[src/rtl/ifu_npc_pkg.sv]
// Shared constants and helpers for the fetch stage: next-PC select codes,
// the reset fetch address and the branch-offset sign extension.
package ifu_npc_pkg;

  typedef enum logic [1:0] {
    NPC_PC4 = 2'd0,
    NPC_BR  = 2'd1,
    NPC_J   = 2'd2,
    NPC_JR  = 2'd3
  } npc_op_e;

  localparam logic [31:0] RESET_PC = 32'h0000_3000;
  localparam logic [31:0] NOP      = 32'h0000_0000;

  // 16-bit word offset to a byte offset, sign-extended to 32 bits.
  function automatic logic [31:0] br_offset(input logic [15:0] imm);
    br_offset = {{14{imm[15]}}, imm, 2'b00};
  endfunction

endpackage

[src/rtl/ifu_npc_calc.sv]
// Combinational next-PC selection: sequential, conditional branch,
// absolute jump inside the current 256 MB region, and register jump.
module npc_calc
  import ifu_npc_pkg::*;
(
  input  logic [1:0]  i_npc_op,
  input  logic        i_cmp_out,
  input  logic [31:0] i_f_pc,
  input  logic [31:0] i_d_pc,
  input  logic [31:0] i_d_instr,
  input  logic [31:0] i_d_rs_val,
  output logic [31:0] o_npc
);

  logic [31:0] w_pc4;
  logic [31:0] w_br_target;
  logic [31:0] w_j_target;

  assign w_pc4       = i_f_pc + 32'd4;
  // Branch and jump targets are relative to the instruction in D, not to f_pc.
  assign w_br_target = i_d_pc + 32'd4 + br_offset(i_d_instr[15:0]);
  assign w_j_target  = {i_d_pc[31:28], i_d_instr[25:0], 2'b00};

  always_comb begin
    o_npc = w_pc4;
    case (i_npc_op)
      NPC_PC4: o_npc = w_pc4;
      NPC_BR:  o_npc = i_cmp_out ? w_br_target : w_pc4;
      NPC_J:   o_npc = w_j_target;
      NPC_JR:  o_npc = i_d_rs_val;
      default: o_npc = w_pc4;
    endcase
  end

endmodule

[src/rtl/ifu_npc.sv]
// Fetch stage: PC register plus F/D pipeline register. The delay-slot
// instruction is never flushed; a stall freezes PC and F/D together.
module ifu_npc
  import ifu_npc_pkg::*;
(
  input  logic        clk,
  input  logic        reset,
  input  logic        stall,
  input  logic [1:0]  npc_op,
  input  logic        cmp_out,
  input  logic [31:0] d_rs_val,
  input  logic [31:0] f_instr,
  output logic [31:0] f_pc,
  output logic [31:0] d_instr,
  output logic [31:0] d_pc,
  output logic [31:0] d_pc8
);

  logic [31:0] r_f_pc;
  logic [31:0] r_d_instr;
  logic [31:0] r_d_pc;
  logic [31:0] w_npc;

  npc_calc u_npc_calc (
    .i_npc_op   (npc_op),
    .i_cmp_out  (cmp_out),
    .i_f_pc     (r_f_pc),
    .i_d_pc     (r_d_pc),
    .i_d_instr  (r_d_instr),
    .i_d_rs_val (d_rs_val),
    .o_npc      (w_npc)
  );

  // A redirect held under stall is simply recomputed next cycle from the
  // unchanged D contents, so no pending-redirect state is needed.
  always_ff @(posedge clk or posedge reset) begin
    if (reset) begin
      r_f_pc    <= RESET_PC;
      r_d_instr <= NOP;
      r_d_pc    <= 32'h0000_0000;
    end else if (!stall) begin
      r_f_pc    <= w_npc;
      r_d_instr <= f_instr;
      r_d_pc    <= r_f_pc;
    end
  end

  assign f_pc    = r_f_pc;
  assign d_instr = r_d_instr;
  assign d_pc    = r_d_pc;
  assign d_pc8   = r_d_pc + 32'd8;

endmodule

[config.mk]
export PLATFORM = sky130hd
export DESIGN_NAME = ifu_npc
export DESIGN_NICKNAME = d
export VERILOG_FILES = /design/src/rtl/ifu_npc_pkg.sv /design/src/rtl/ifu_npc_calc.sv /design/src/rtl/ifu_npc.sv
export SDC_FILE = /design/constraint.sdc
export NUM_CORES = 1
export LEC_CHECK = 0
export BUFFER_PORTS_ARGS = -buffer_cell sky130_fd_sc_hd__buf_2
export CAP_MARGIN = 20
export CORE_ASPECT_RATIO = 1.75
export CORE_MARGIN = 2
export CORE_UTILIZATION = 35
export CTS_CLUSTER_DIAMETER = 200
export CTS_CLUSTER_SIZE = 30
export DETAILED_ROUTE_END_ITERATION = 16
export PLACE_DENSITY = 0.65
export REMOVE_ABC_BUFFERS = 1
export SETUP_SLACK_MARGIN = 0.2
export SYNTH_ARGS = -nofsm -noshare
export SYNTH_HDL_FRONTEND = slang
export SYNTH_SLANG_ARGS = --single-unit
[constraint.sdc]
create_clock -name clk -period 3.4 [get_ports clk]
set_input_delay 0.17 -clock clk [delete_from_list [all_inputs] [get_ports clk]]
set_output_delay 0.17 -clock clk [all_outputs]
set_load 0.03 [all_outputs]
# After elaboration in Yosys (flattened, before gate mapping)
# Index checks and enable logic that the tools add are counted.
# totals
register_bits,96
in_bits,70
word_cells,13
# classes
add_sub_neg,4
n_eq_ne,3
mux,2
n_reduce_logical,1
# ops
cell,n
32-bit one-hot mux with 4 select lines,1
32-bit by 3-bit adder with 32-bit output (second input constant),2
32-bit adder,1
32-bit by 4-bit adder with 32-bit output (second input constant),1
32-bit two-way mux,1
2-bit equality test (second input constant),2
2-bit by 1-bit equality test with 1-bit output (second input constant),1
2-bit zero test,1

# Longest topological paths before layout
# logic_depth
word_depth,4
mapped_depth,13

# Modules after synthesis
# From an unflattened synthesis, not the netlist that was laid out.
# hier_totals
hier_cells,780
hier_area_um2,7682.4
# by_module_without_submodules
module,n_inst,cells_per_inst,area_per_inst_um2
ifu_npc,1,292,4152.7
npc_calc,1,488,3529.6

# Least setup slack after synthesis
# Ideal clock, no wire load.
# synth_path
kind,register to register
startpoint,reg r_d_instr[15] (netlist: d_instr[15])
endpoint,reg r_f_pc[24] (netlist: f_pc[24])
setup_time_ps,120
arrival_ps,3001
path_slack_ps,278
path_stages_with_launch,11
path_buffers,1
synth_period_minus_slack_ps,3122
path_cell_list,dfrtp_1 ha_1 ha_1 buf_6 and3_4 and3_1 a31oi_2 nor3b_4 a21oi_2 or3_1 a31o_2
# synth_between
elab_chain_len,3
# synth_rtl
item,line,text
from (decl),ifu_npc.sv:20,logic [31:0] r_d_instr;
from (signal assigned),ifu_npc.sv:43,r_d_instr <= f_instr;
32-bit adder,ifu_npc_calc.sv:21,assign w_br_target = i_d_pc + 32'd4 + br_offset(i_d_instr[15:0]);
32-bit two-way mux,ifu_npc_calc.sv:28,NPC_BR: o_npc = i_cmp_out ? w_br_target : w_pc4;
32-bit one-hot mux with 4 select lines,ifu_npc_calc.sv:26,case (i_npc_op)
to (signal assigned),ifu_npc.sv:42,r_f_pc <= w_npc;
to (decl),ifu_npc.sv:19,logic [31:0] r_f_pc;
# No other way between the ends.
# A chain may end at the register's enable or synchronous reset.

# Final worst setup path
# layout_path
startpoint,reg r_d_pc[3] (netlist: d_pc[3])
endpoint,reg r_f_pc[19] (netlist: f_pc[19])
# layout_between
elab_chain_len,4
# layout_rtl
item,line,text
from (decl),ifu_npc.sv:21,logic [31:0] r_d_pc;
from (signal assigned),ifu_npc.sv:44,r_d_pc <= r_f_pc;
32-bit by 3-bit adder with 32-bit output,ifu_npc_calc.sv:21,
32-bit adder,ifu_npc_calc.sv:21,
32-bit two-way mux,ifu_npc_calc.sv:28,
32-bit one-hot mux with 4 select lines,ifu_npc_calc.sv:26,
# No other way between the ends.

==> flow_summary.ini <==
[critical_path]
critPathMaxStageDelay_ns = 0.47
critical_path_class = register to register
start_kind = register
cp_slowest_cell = dfrtp_1
r2r-start = d_pc[3]
cp-startpoint = d_pc[3]
path_cells = ha_1 > ha_1 > inv_1 > fa_1 > nor2b_1 > o31a_1 > o31a_1 > o21bai_2 > a21oi_1 > mux2_2 > o21ai_1
cp_max_fo = 7
cp-end-kind = register
cp_data_required_time_ns = 3.68
arrival_ns = 3.29

[power]
pwr-share-seq_pct = 28.2
powerDensity_nw_per_um2 = 726
clkPwrFrac_pct = 17.6
p_int_w = 0.00341
p_sw_w = 0.00320
pwr-share-comb_pct = 54.2
peakVddDrop_v = 0.000289
total_leakage_power_nw = 4.19
switching_share_pct = 48.5

[global_route]
gr-usage-met2_pct = 42.2
met1_usage_pct = 23.6
grt_max_degree = 71
busiest_layer = met2
grt_pass1_wl_um = 38800
antenna_found_initial = 0
grt_use_total_pct = 22.0
grt_pass1_vias = 7241
grt_overflow_total = 0
grtUsageMet3_pct = 2.30

[place]
place_ws_ns = 0.410
io_buffers = 197
globalplace.congestion = 0.915
hpwl_um = 19200

[clock_tree]
cts_root_buf = clkbuf_16
insertion_delay_ns = 0.36
cts_tree = built
cts_buffers = 9
clock_sinks = 96
cts.hold.buffers_added = 0
clk_path_buf_depth = 2
clk_pin_slew_ns = 0.07
ctsHtreeMaxLevel = 3

[timing]
fmax_mhz = 332
hold_slack_ns = 0.00935
finalHoldViolations = 0
slew_headroom_pct = 37.6
fin_tns_setup_ns = 0
rsz0062_at_grt = false
finalMaxSlewViolations = 0
period_share_pct = 88.6
setup_violations = 0
worst_slack_ns = 0.387
tightest_slew_ns = 0.936
clock_skew_ns = 0.0119
period_minus_slack_ns = 3.01

[layout]
diodes = 0
fill_cells = 2075
syn_to_final_growth_pct = 21.3
nNetsFinal = 1127
fin_util_pct = 43.5
drive_above_1_share_pct = 34.3

[yosys]
yosysUniqueCellTypes = 79
yosys_warnings = 0
synthFlopType = dfrtp_1
synth-edff-count = 0
synthCells = 813
async_flop_share_pct = 100
avgSynthCellArea_um2 = 9.23
ys_seq_area_share_pct = 32.1
ys_ff_latch = 96
syn-cell-area_um2 = 7500

[detailed_routing]
vias = 7183
drt_iter0_drc = 318
drc_errors = 0
totalWireLength_um = 25000
postRouteAntennaNets = 0
wl_per_cell_um = 20.0
drtPass1Iterations = 5
vias_per_cell = 5.73

[floorplanning]
dieArea_um2 = 22700
io_pins = 198
die_height_um = 198
start_util_pct = 35.8
core_area_um2 = 20900
rows = 70
die_w_um = 115

[hold_path]
hp-class = input port to asynchronous set/reset pin

[outcome]
status = finished clean

[run]
maxCapViolCount = 0
[state kept, by name (all words and copies together) (netlist names)]
signal / count
d_instr: 32
f_pc: 32
d_pc: 32
[metrics by stage]
stage	instances	power (W)	instance area, µm²
after floorplan	769	0.00435	7310
after global placement	1237	0.00540	8760
after detailed placement	1237	0.00545	8760
after CTS	1253	0.00663	9100
after global routing	1254	0.00705	9100
final	1254	0.00661	9100
[layer usage]
layer | part of all wire [%] | vias to the layer above
li1 | - | 3382
met1 | 36 | 3504
met2 | 56 | 244
met3 | 4.0 | 53
met4 | 3.9 | 0
met5 | 0 | -
[worst paths after layout]
| check | endpoint | slack [ns] | depth (start not counted) |
|---|---|---|---|
| setup / recovery | f_pc[19] | 0.39 | 11 |
| hold / removal | d_instr[28] | 0.009 | 2 |
| setup reg to reg | f_pc[19] | 0.39 | 11 |
| hold reg to reg | d_instr[27] | 0.50 | 1 |
| max in group asynchronous | d_instr[24] | 2.59 | 3 |
| min in group clk | d_instr[5] | 0.03 | 2 |
[critical path: cells and delay by family (launching register included)]
| family | cells | cell delay, ns |
|---|---|---|
| buffers and inverters | 1 | 0.06 |
| multiplexers | 1 | 0.37 |
| AND/OR/NAND/NOR | 1 | 0.22 |
| AO/OA/AOI/OAI | 5 | 0.92 |
| flip-flops | 1 | 0.47 |
| adder cells (fa/ha/maj) | 3 | 0.89 |
[area by class of cell]
cell class,instances,area [µm²],area share [%]
clock inverters,4,76.3,0.838
inverters,25,96.3,1.06
multi-input cells,648,4820,52.9
clock buffers,12,256,2.82
repair buffers,217,1140,12.5
well taps,252,315,3.46
flip-flops and latches,96,2400,26.4
[placed cells by master (no fill, tap or decap), types with 5 or more instances in the layout]
cell type    n
clkbuf_16    9
mux2_2      84
a21o_1      11
or3_1        5
nand3_1     28
a21oi_1     49
dfrtp_1     94
ha_1        59
a211oi_1     8
o221ai_1     5
and3_1      13
o211ai_1     6
nor3_1      18
nand2_1     74
nor2_1      48
buf_4       21
o22ai_1      7
buf_2      196
mux2i_1     10
inv_1       23
nor4_1       5
o21ai_0     63
xor2_1      13
xnor2_1     34
nand4_1     15
a31oi_1      7
[synthesized netlist by cell type, drive strengths merged, types with 5 or more instances]
cell	number	area share [%]
dfrtp	94	31
mux2	84	13
nand2	74	3.7
o21ai	64	4.3
ha	59	9.8
a21oi	51	3.5
nor2	50	2.6
xnor2	34	4.0
clkbuf	31	1.6
nand3	28	1.9
inv	24	1.2
nor3	19	1.3
nand4	18	1.9
and3	15	1.3
buf	13	0.98
xor2	13	1.5
a21o	11	1.1
mux2i	10	1.3
a211oi	8	0.80
a31oi	8	0.75
o211ai	7	0.77
o22ai	7	0.58
nor4	6	0.70
a221oi	5	0.67
o221ai	5	0.58
or3	5	0.42
[power by group through the flow]
| stage | Sequential (W) | Combinational, W | Clock (W) |
|---|---|---|---|
| 2_1_floorplan | 0.00227 | 0.00208 | 0 |
| 3_3_place_gp | 0.00188 | 0.00352 | 0 |
| 3_5_place_dp | 0.00189 | 0.00356 | 0 |
| 4_1_cts | 0.00187 | 0.00358 | 0.00118 |
| 5_1_grt | 0.00192 | 0.00391 | 0.00122 |
| 6_report | 0.00186 | 0.00358 | 0.00116 |
[cells by family (layout without fill, tap and decap cells)]
family / Yosys count / in the layout / share of synthesized area, %
compound gates: 206 / 206 / 18.1
xor+xnor: 47 / 47 / 5.49
flops: 96 / 96 / 32.1
mux: 94 / 94 / 13.9
fa+ha+maj: 60 / 60 / 10.1
simple gates: 241 / 241 / 16.5
buf+inv: 69 / 258 / 3.79
[what timing repair did]
item | in CTS | in global routing
hold endpoints to repair | 0 | 0
setup buffers | 0 | 1
resized for setup | 1 | 0
setup endpoints to repair | 1 | 1
pin swaps | 0 | 1
No activity file was read; power rests on OpenSTA's default activity.
